==> src/rtl/modinv_operand_sequencer.sv <==
// Word-serial host sequencer for the 256-bit modular invertor core: loads A/Q BRAMs, kicks the core,
// waits for ready, then gathers the A^-1 result. Optional watchdog: define MODINV_SEQ_TIMEOUT_EN.
module modinv_operand_sequencer #(
  parameter int OPERAND_WIDTH  = 256,
  parameter int ADDR_BITS      = 3,
  parameter int TIMEOUT_CYCLES = 1048575
) (
  input  logic                     clk,
  input  logic                     rst,
  input  logic                     start,
  input  logic [OPERAND_WIDTH-1:0] a_in,
  input  logic [OPERAND_WIDTH-1:0] q_in,
  output logic                     busy,
  output logic                     done,
  output logic                     err,
  output logic [OPERAND_WIDTH-1:0] a1_out,
  output logic [ADDR_BITS-1:0]     aq_addr,
  output logic                     aq_wren,
  output logic [31:0]              a_wdata,
  output logic [31:0]              q_wdata,
  output logic                     core_ena,
  input  logic                     core_rdy,
  output logic [ADDR_BITS-1:0]     a1_addr,
  input  logic [31:0]              a1_rdata
);

  // state  | meaning
  // IDLE   | waiting for start while the core reports ready
  // LOAD   | writing A/Q words 0..N-1 into the operand BRAMs
  // KICK   | one-cycle core_ena pulse
  // ARM    | core_rdy not yet valid, skipped for one cycle
  // WAIT   | waiting for core_rdy (or watchdog expiry)
  // READ   | result addresses 0..N-1, captures trail by one cycle
  // DONE   | one-cycle completion pulse
  typedef enum logic [2:0] {
    S_IDLE, S_LOAD, S_KICK, S_ARM, S_WAIT, S_READ, S_DONE
  } state_t;

  localparam int N  = OPERAND_WIDTH / 32;
  localparam int CW = $clog2(N + 1);
  localparam logic [CW-1:0] CNT_LAST = CW'(N - 1);
  localparam logic [CW-1:0] CNT_N    = CW'(N);

  state_t                   r_state;
  state_t                   w_state_nxt;
  logic [CW-1:0]            r_cnt;
  logic [OPERAND_WIDTH-1:0] r_a_sh;
  logic [OPERAND_WIDTH-1:0] r_q_sh;
  logic [OPERAND_WIDTH-1:0] r_a1;
  logic                     r_err;
  logic                     w_accept;
  logic                     w_tmo_hit;

  assign w_accept = (r_state == S_IDLE) && start && core_rdy;

`ifdef MODINV_SEQ_TIMEOUT_EN
  localparam int TMO_W = $clog2(TIMEOUT_CYCLES);
  logic [TMO_W-1:0] r_tmo;

  // Down-counter loaded on the kick, spans ARM and WAIT; terminal count flags expiry.
  always_ff @(posedge clk) begin
    if (rst) begin
      r_tmo <= '0;
    end else if (r_state == S_KICK) begin
      r_tmo <= TMO_W'(TIMEOUT_CYCLES - 1);
    end else if (((r_state == S_ARM) || (r_state == S_WAIT)) && (r_tmo != '0)) begin
      r_tmo <= r_tmo - 1'b1;
    end
  end

  assign w_tmo_hit = (r_state == S_WAIT) && !core_rdy && (r_tmo == '0);
`else
  logic w_unused_tmo_param;
  assign w_unused_tmo_param = (TIMEOUT_CYCLES == 0);
  assign w_tmo_hit          = 1'b0;
`endif

  always_ff @(posedge clk) begin
    if (rst) begin
      r_state <= S_IDLE;
      r_cnt   <= '0;
      r_a_sh  <= '0;
      r_q_sh  <= '0;
      r_a1    <= '0;
      r_err   <= 1'b0;
    end else begin
      r_state <= w_state_nxt;
      case (r_state)
        S_IDLE: begin
          if (w_accept) begin
            r_a_sh <= a_in;
            r_q_sh <= q_in;
            r_err  <= 1'b0;
            r_cnt  <= '0;
          end
        end
        S_LOAD: begin
          r_a_sh <= {32'd0, r_a_sh[OPERAND_WIDTH-1:32]};
          r_q_sh <= {32'd0, r_q_sh[OPERAND_WIDTH-1:32]};
          r_cnt  <= (r_cnt == CNT_LAST) ? '0 : r_cnt + 1'b1;
        end
        S_WAIT: begin
          if (w_tmo_hit) r_err <= 1'b1;
        end
        S_READ: begin
          r_cnt <= r_cnt + 1'b1;
          // Data for address r arrives while r+1 is presented; word 0 ends up at the LSB.
          if (r_cnt != '0) r_a1 <= {a1_rdata, r_a1[OPERAND_WIDTH-1:32]};
        end
        default: ;
      endcase
    end
  end

  always_comb begin
    w_state_nxt = r_state;
    case (r_state)
      S_IDLE: if (w_accept) w_state_nxt = S_LOAD;
      S_LOAD: if (r_cnt == CNT_LAST) w_state_nxt = S_KICK;
      S_KICK: w_state_nxt = S_ARM;
      S_ARM:  w_state_nxt = S_WAIT;
      S_WAIT: begin
        if (core_rdy)       w_state_nxt = S_READ;
        else if (w_tmo_hit) w_state_nxt = S_DONE;
      end
      S_READ: if (r_cnt == CNT_N) w_state_nxt = S_DONE;
      S_DONE: w_state_nxt = S_IDLE;
      default: w_state_nxt = S_IDLE;
    endcase
  end

  always_comb begin
    busy     = (r_state != S_IDLE);
    done     = (r_state == S_DONE);
    err      = r_err;
    a1_out   = r_a1;
    aq_wren  = 1'b0;
    aq_addr  = '0;
    a_wdata  = '0;
    q_wdata  = '0;
    core_ena = (r_state == S_KICK);
    a1_addr  = '0;
    if (r_state == S_LOAD) begin
      aq_wren = 1'b1;
      aq_addr = r_cnt[ADDR_BITS-1:0];
      a_wdata = r_a_sh[31:0];
      q_wdata = r_q_sh[31:0];
    end
    if ((r_state == S_READ) && (r_cnt != CNT_N)) a1_addr = r_cnt[ADDR_BITS-1:0];
  end

endmodule

==> config.mk <==
export PLATFORM = sky130hd
export DESIGN_NAME = modinv_operand_sequencer
export DESIGN_NICKNAME = d
export VERILOG_FILES = /design/src/rtl/modinv_operand_sequencer.sv
export SDC_FILE = /design/constraint.sdc
export NUM_CORES = 2
export LEC_CHECK = 0
export ABC_AREA = 1
export BUFFER_PORTS_ARGS = -buffer_cell sky130_fd_sc_hd__buf_2
export CAP_MARGIN = 10
export CORE_AREA = 8 8 333 335
export DETAILED_ROUTE_END_ITERATION = 8
export DIE_AREA = 0 0 341 343
export PLACE_DENSITY_LB_ADDON = 0.25
export SLEW_MARGIN = 25
export SYNTH_ARGS = -nofsm -noshare
export SYNTH_HDL_FRONTEND = slang
export SYNTH_SLANG_ARGS = --single-unit
export TNS_END_PERCENT = 1
==> constraint.sdc <==
create_clock -name clk -period 4.8 [get_ports clk]
set_input_delay 0.72 -clock clk [delete_from_list [all_inputs] [get_ports clk]]
set_output_delay 0.72 -clock clk [all_outputs]
set_load 0.1 [all_outputs]
==> impl_metrics.py <==
metrics = {
    "power": {
        "power_density_nw_per_um2": 424.9,
        "p_leak_uw": 0.01929,
        "ir_drop_mv": 0.2776,
    },
    "floorplanning": {
        "core_area_sq_um": 105900,
        "fp.dieH_um": 343,
        "rows": 120,
        "initial_core_util_pct": 31.15,
        "io_pins": 879,
        "chipWidth_um": 341,
        "die_area_sq_um": 117000,
    },
    "grt": {
        "grt-ovfl-total": 0,
        "grt_start_max_net_pins": 228,
        "grtUsageTotal_pct": 21.40,
        "grt_pass1_wl_mm": 199.2,
        "first_global_vias": 32650,
        "antenna_found_initial": 32,
    },
    "timing": {
        "fin_setup_tns_ps": 0,
        "max_freq_mhz": 275.7,
        "final-hold-violation-count": 0,
        "finalSetupViolCount": 0,
        "rsz0062_at_grt": "no",
        "period_share_pct": 75.56,
        "worst_pin_slew_ps": 1236,
        "relSlewSlack_pct": 17.60,
        "slew_viol_final": 0,
        "period_minus_slack_ps": 3627,
        "clock_skew_ps": 37.92,
    },
    "logic_synthesis": {
        "syn_inst": 4972,
        "syn_nets": 5522,
        "synth-edff-count": 0,
        "yosysSeqAreaShare_pct": 47.05,
        "synth_cell_types": 23,
        "async_flop_share_pct": 0,
        "syn_area_sq_um": 32980,
        "synth_top_flop_cell": "dfxtp_1",
        "avgSynthCellArea_sq_um": 6.633,
        "synthTopCellsByCount": "nand2_1 (1,555), nor2_1 (1,006), dfxtp_1 (775), o21ai_0 (338), a21oi_1 (311)",
        "synth.top_cell.area_share_pct": 47.05,
        "ys_top_cells_by_area": "dfxtp_1 (47%), nand2_1 (18%), nor2_1 (11%)",
        "ys_warn_count": 0,
        "yosysMostFrequentCell": "nand2_1",
        "ys_seq_elements": 775,
        "synth_top_cell_by_area": "dfxtp_1",
    },
    "finish": {
        "drive_gt1_share_pct": 18.84,
        "area_delta_synth_final_pct": 24.49,
        "fillers": 11530,
        "stdcell_count": 7083,
        "nNetsFinal": 6139,
    },
    "clock_network": {
        "cts_resized": 0,
        "cts_tree": "done",
        "cts_sinks": 775,
        "clock_path_buffers": 3,
        "cts-root-buf": "clkbuf_16",
        "clk_latency_ps": 680,
        "cts_setup_buffers": 0,
        "h-tree-depth": 3,
        "path_clk_slew_ps": 60,
        "cts_hold_buffers": 0,
        "numCtsBuffers": 90,
    },
    "setup_path": {
        "critPathRequiredTime_ps": 4080,
        "end_kind": "output pin",
        "worst_setup_path_start_kind": "flip-flop",
        "arrival_ps": 2910,
        "setup.worst_path.class": "flip-flop to output pin",
        "cp_max_fo": 120,
    },
    "detailed_routing": {
        "vias": 34000,
        "drcViolationCount": 0,
        "drt_wl_total_mm": 133.7,
        "dr.pass1.iters": 5,
        "antenna_left": 0,
        "drt-initial-drc-count": 3356,
        "wire_per_inst_um": 18.88,
        "via_per_inst": 4.801,
    },
    "worst_hold_path": {
        "hp-class": "input pin to flip-flop",
    },
    "job": {
        "drv_cap": 0,
    },
    "placed_design": {
        "place.detailed.hpwl_mm": 91.14,
        "dp.cells": 6900,
        "place_congestion": 0.8606,
        "place.port_buffers": 877,
    },
    "status": {
        "status": "completed",
    },
}
## final timing paths
kind | from | endpoint | slack, ps | cells past startpoint
hold reg to reg | r_q_sh[244] | r_q_sh[244] | 450 | 2
setup reg to reg | r_state[2] | r_a_sh[34] | 1880 | 8
hold / removal | a_in[243] | r_a_sh[243] | 270 | 3
setup / recovery | r_state[2] | aq_wren | 1170 | 4
## where the power goes
part | switching, uW | internal (uW)
registers | 321 | 7050
clock network | 2940 | 4070
logic | 2170 | 889
total | 5430 | 12000
## layout make-up
cell class                 count  area (sq um)  share of cell area, %
antenna                       21         52.55                 0.1280
clock buffer                 136          2696                  6.568
clock inverter                26         317.8                 0.7741
inverter                     118         465.4                  1.134
multi-input combinational   3693         15380                  37.47
sequential                   775         15510                  37.79
tap                         1403          1755                  4.276
timing repair buffer         911          4867                  11.86
## worst max-delay path, stage by stage (launching register included)
cell and delay, ps:
dfxtp_1 380, nor2_4 250, nand2_8 300, inv_8 690
buf_2 560
## flip-flops by register name, summed over array words and instances, names as in the netlist
signal,cells
a1_out,256
r_a_sh,256
r_cnt,4
r_q_sh,256
r_state,3
## cell families (layout without fill, tap and decap cells)
| kind of cell | Yosys count | after routing | synth area share (%) |
|---|---|---|---|
| AOI/OAI and AO/OA | 858 | 858 | 13.03 |
| xor gates and xnor gates | 2 | 2 | 0.05313 |
| adders and majority gates | 2 | 2 | 0.07587 |
| buffers and inverters | 504 | 1191 | 6.435 |
| DFF | 775 | 775 | 47.05 |
| other | 1 | 22 | 0.01137 |
| and+or+nand+nor | 2830 | 2830 | 33.35 |
## per-stage QoR
stage          utilization (%)  cell area (sq um)  power (uW)  setup WS (ps)  hold WS, ps
2_1_floorplan                -              32980        9597           1672        423.9
3_3_place_gp             35.89              37990       10530           1777        432.4
3_5_place_dp             35.89              37990       10550           1753        439.3
4_1_cts                  38.73              41000       17630           1064        217.2
5_1_grt                  38.75              41020       18330          998.4        254.0
6_report                 38.78              41050       17440           1173        268.5
## cell usage in the layout, fill, tap and decap left out, drive strengths merged
master and instances:
clkinv 13, a21boi 1, ha 2, o21ai 546
nor3 1, bufinv 3, nand2 1557, buf 911
clkinvlp 2, conb 1, a21oi 311, nor2 1009
inv 126, nand3 263, diode 21, dfxtp 775
xor2 2, clkbuf 136
## routing by layer
layer  global-route usage, %  routed length, um
met1                   26.80              55900
met2                   34.71              62030
met3                   6.095              10640
met4                   8.317               5089
met5                       0                 46
No activity file was read; power rests on OpenSTA's default activity.
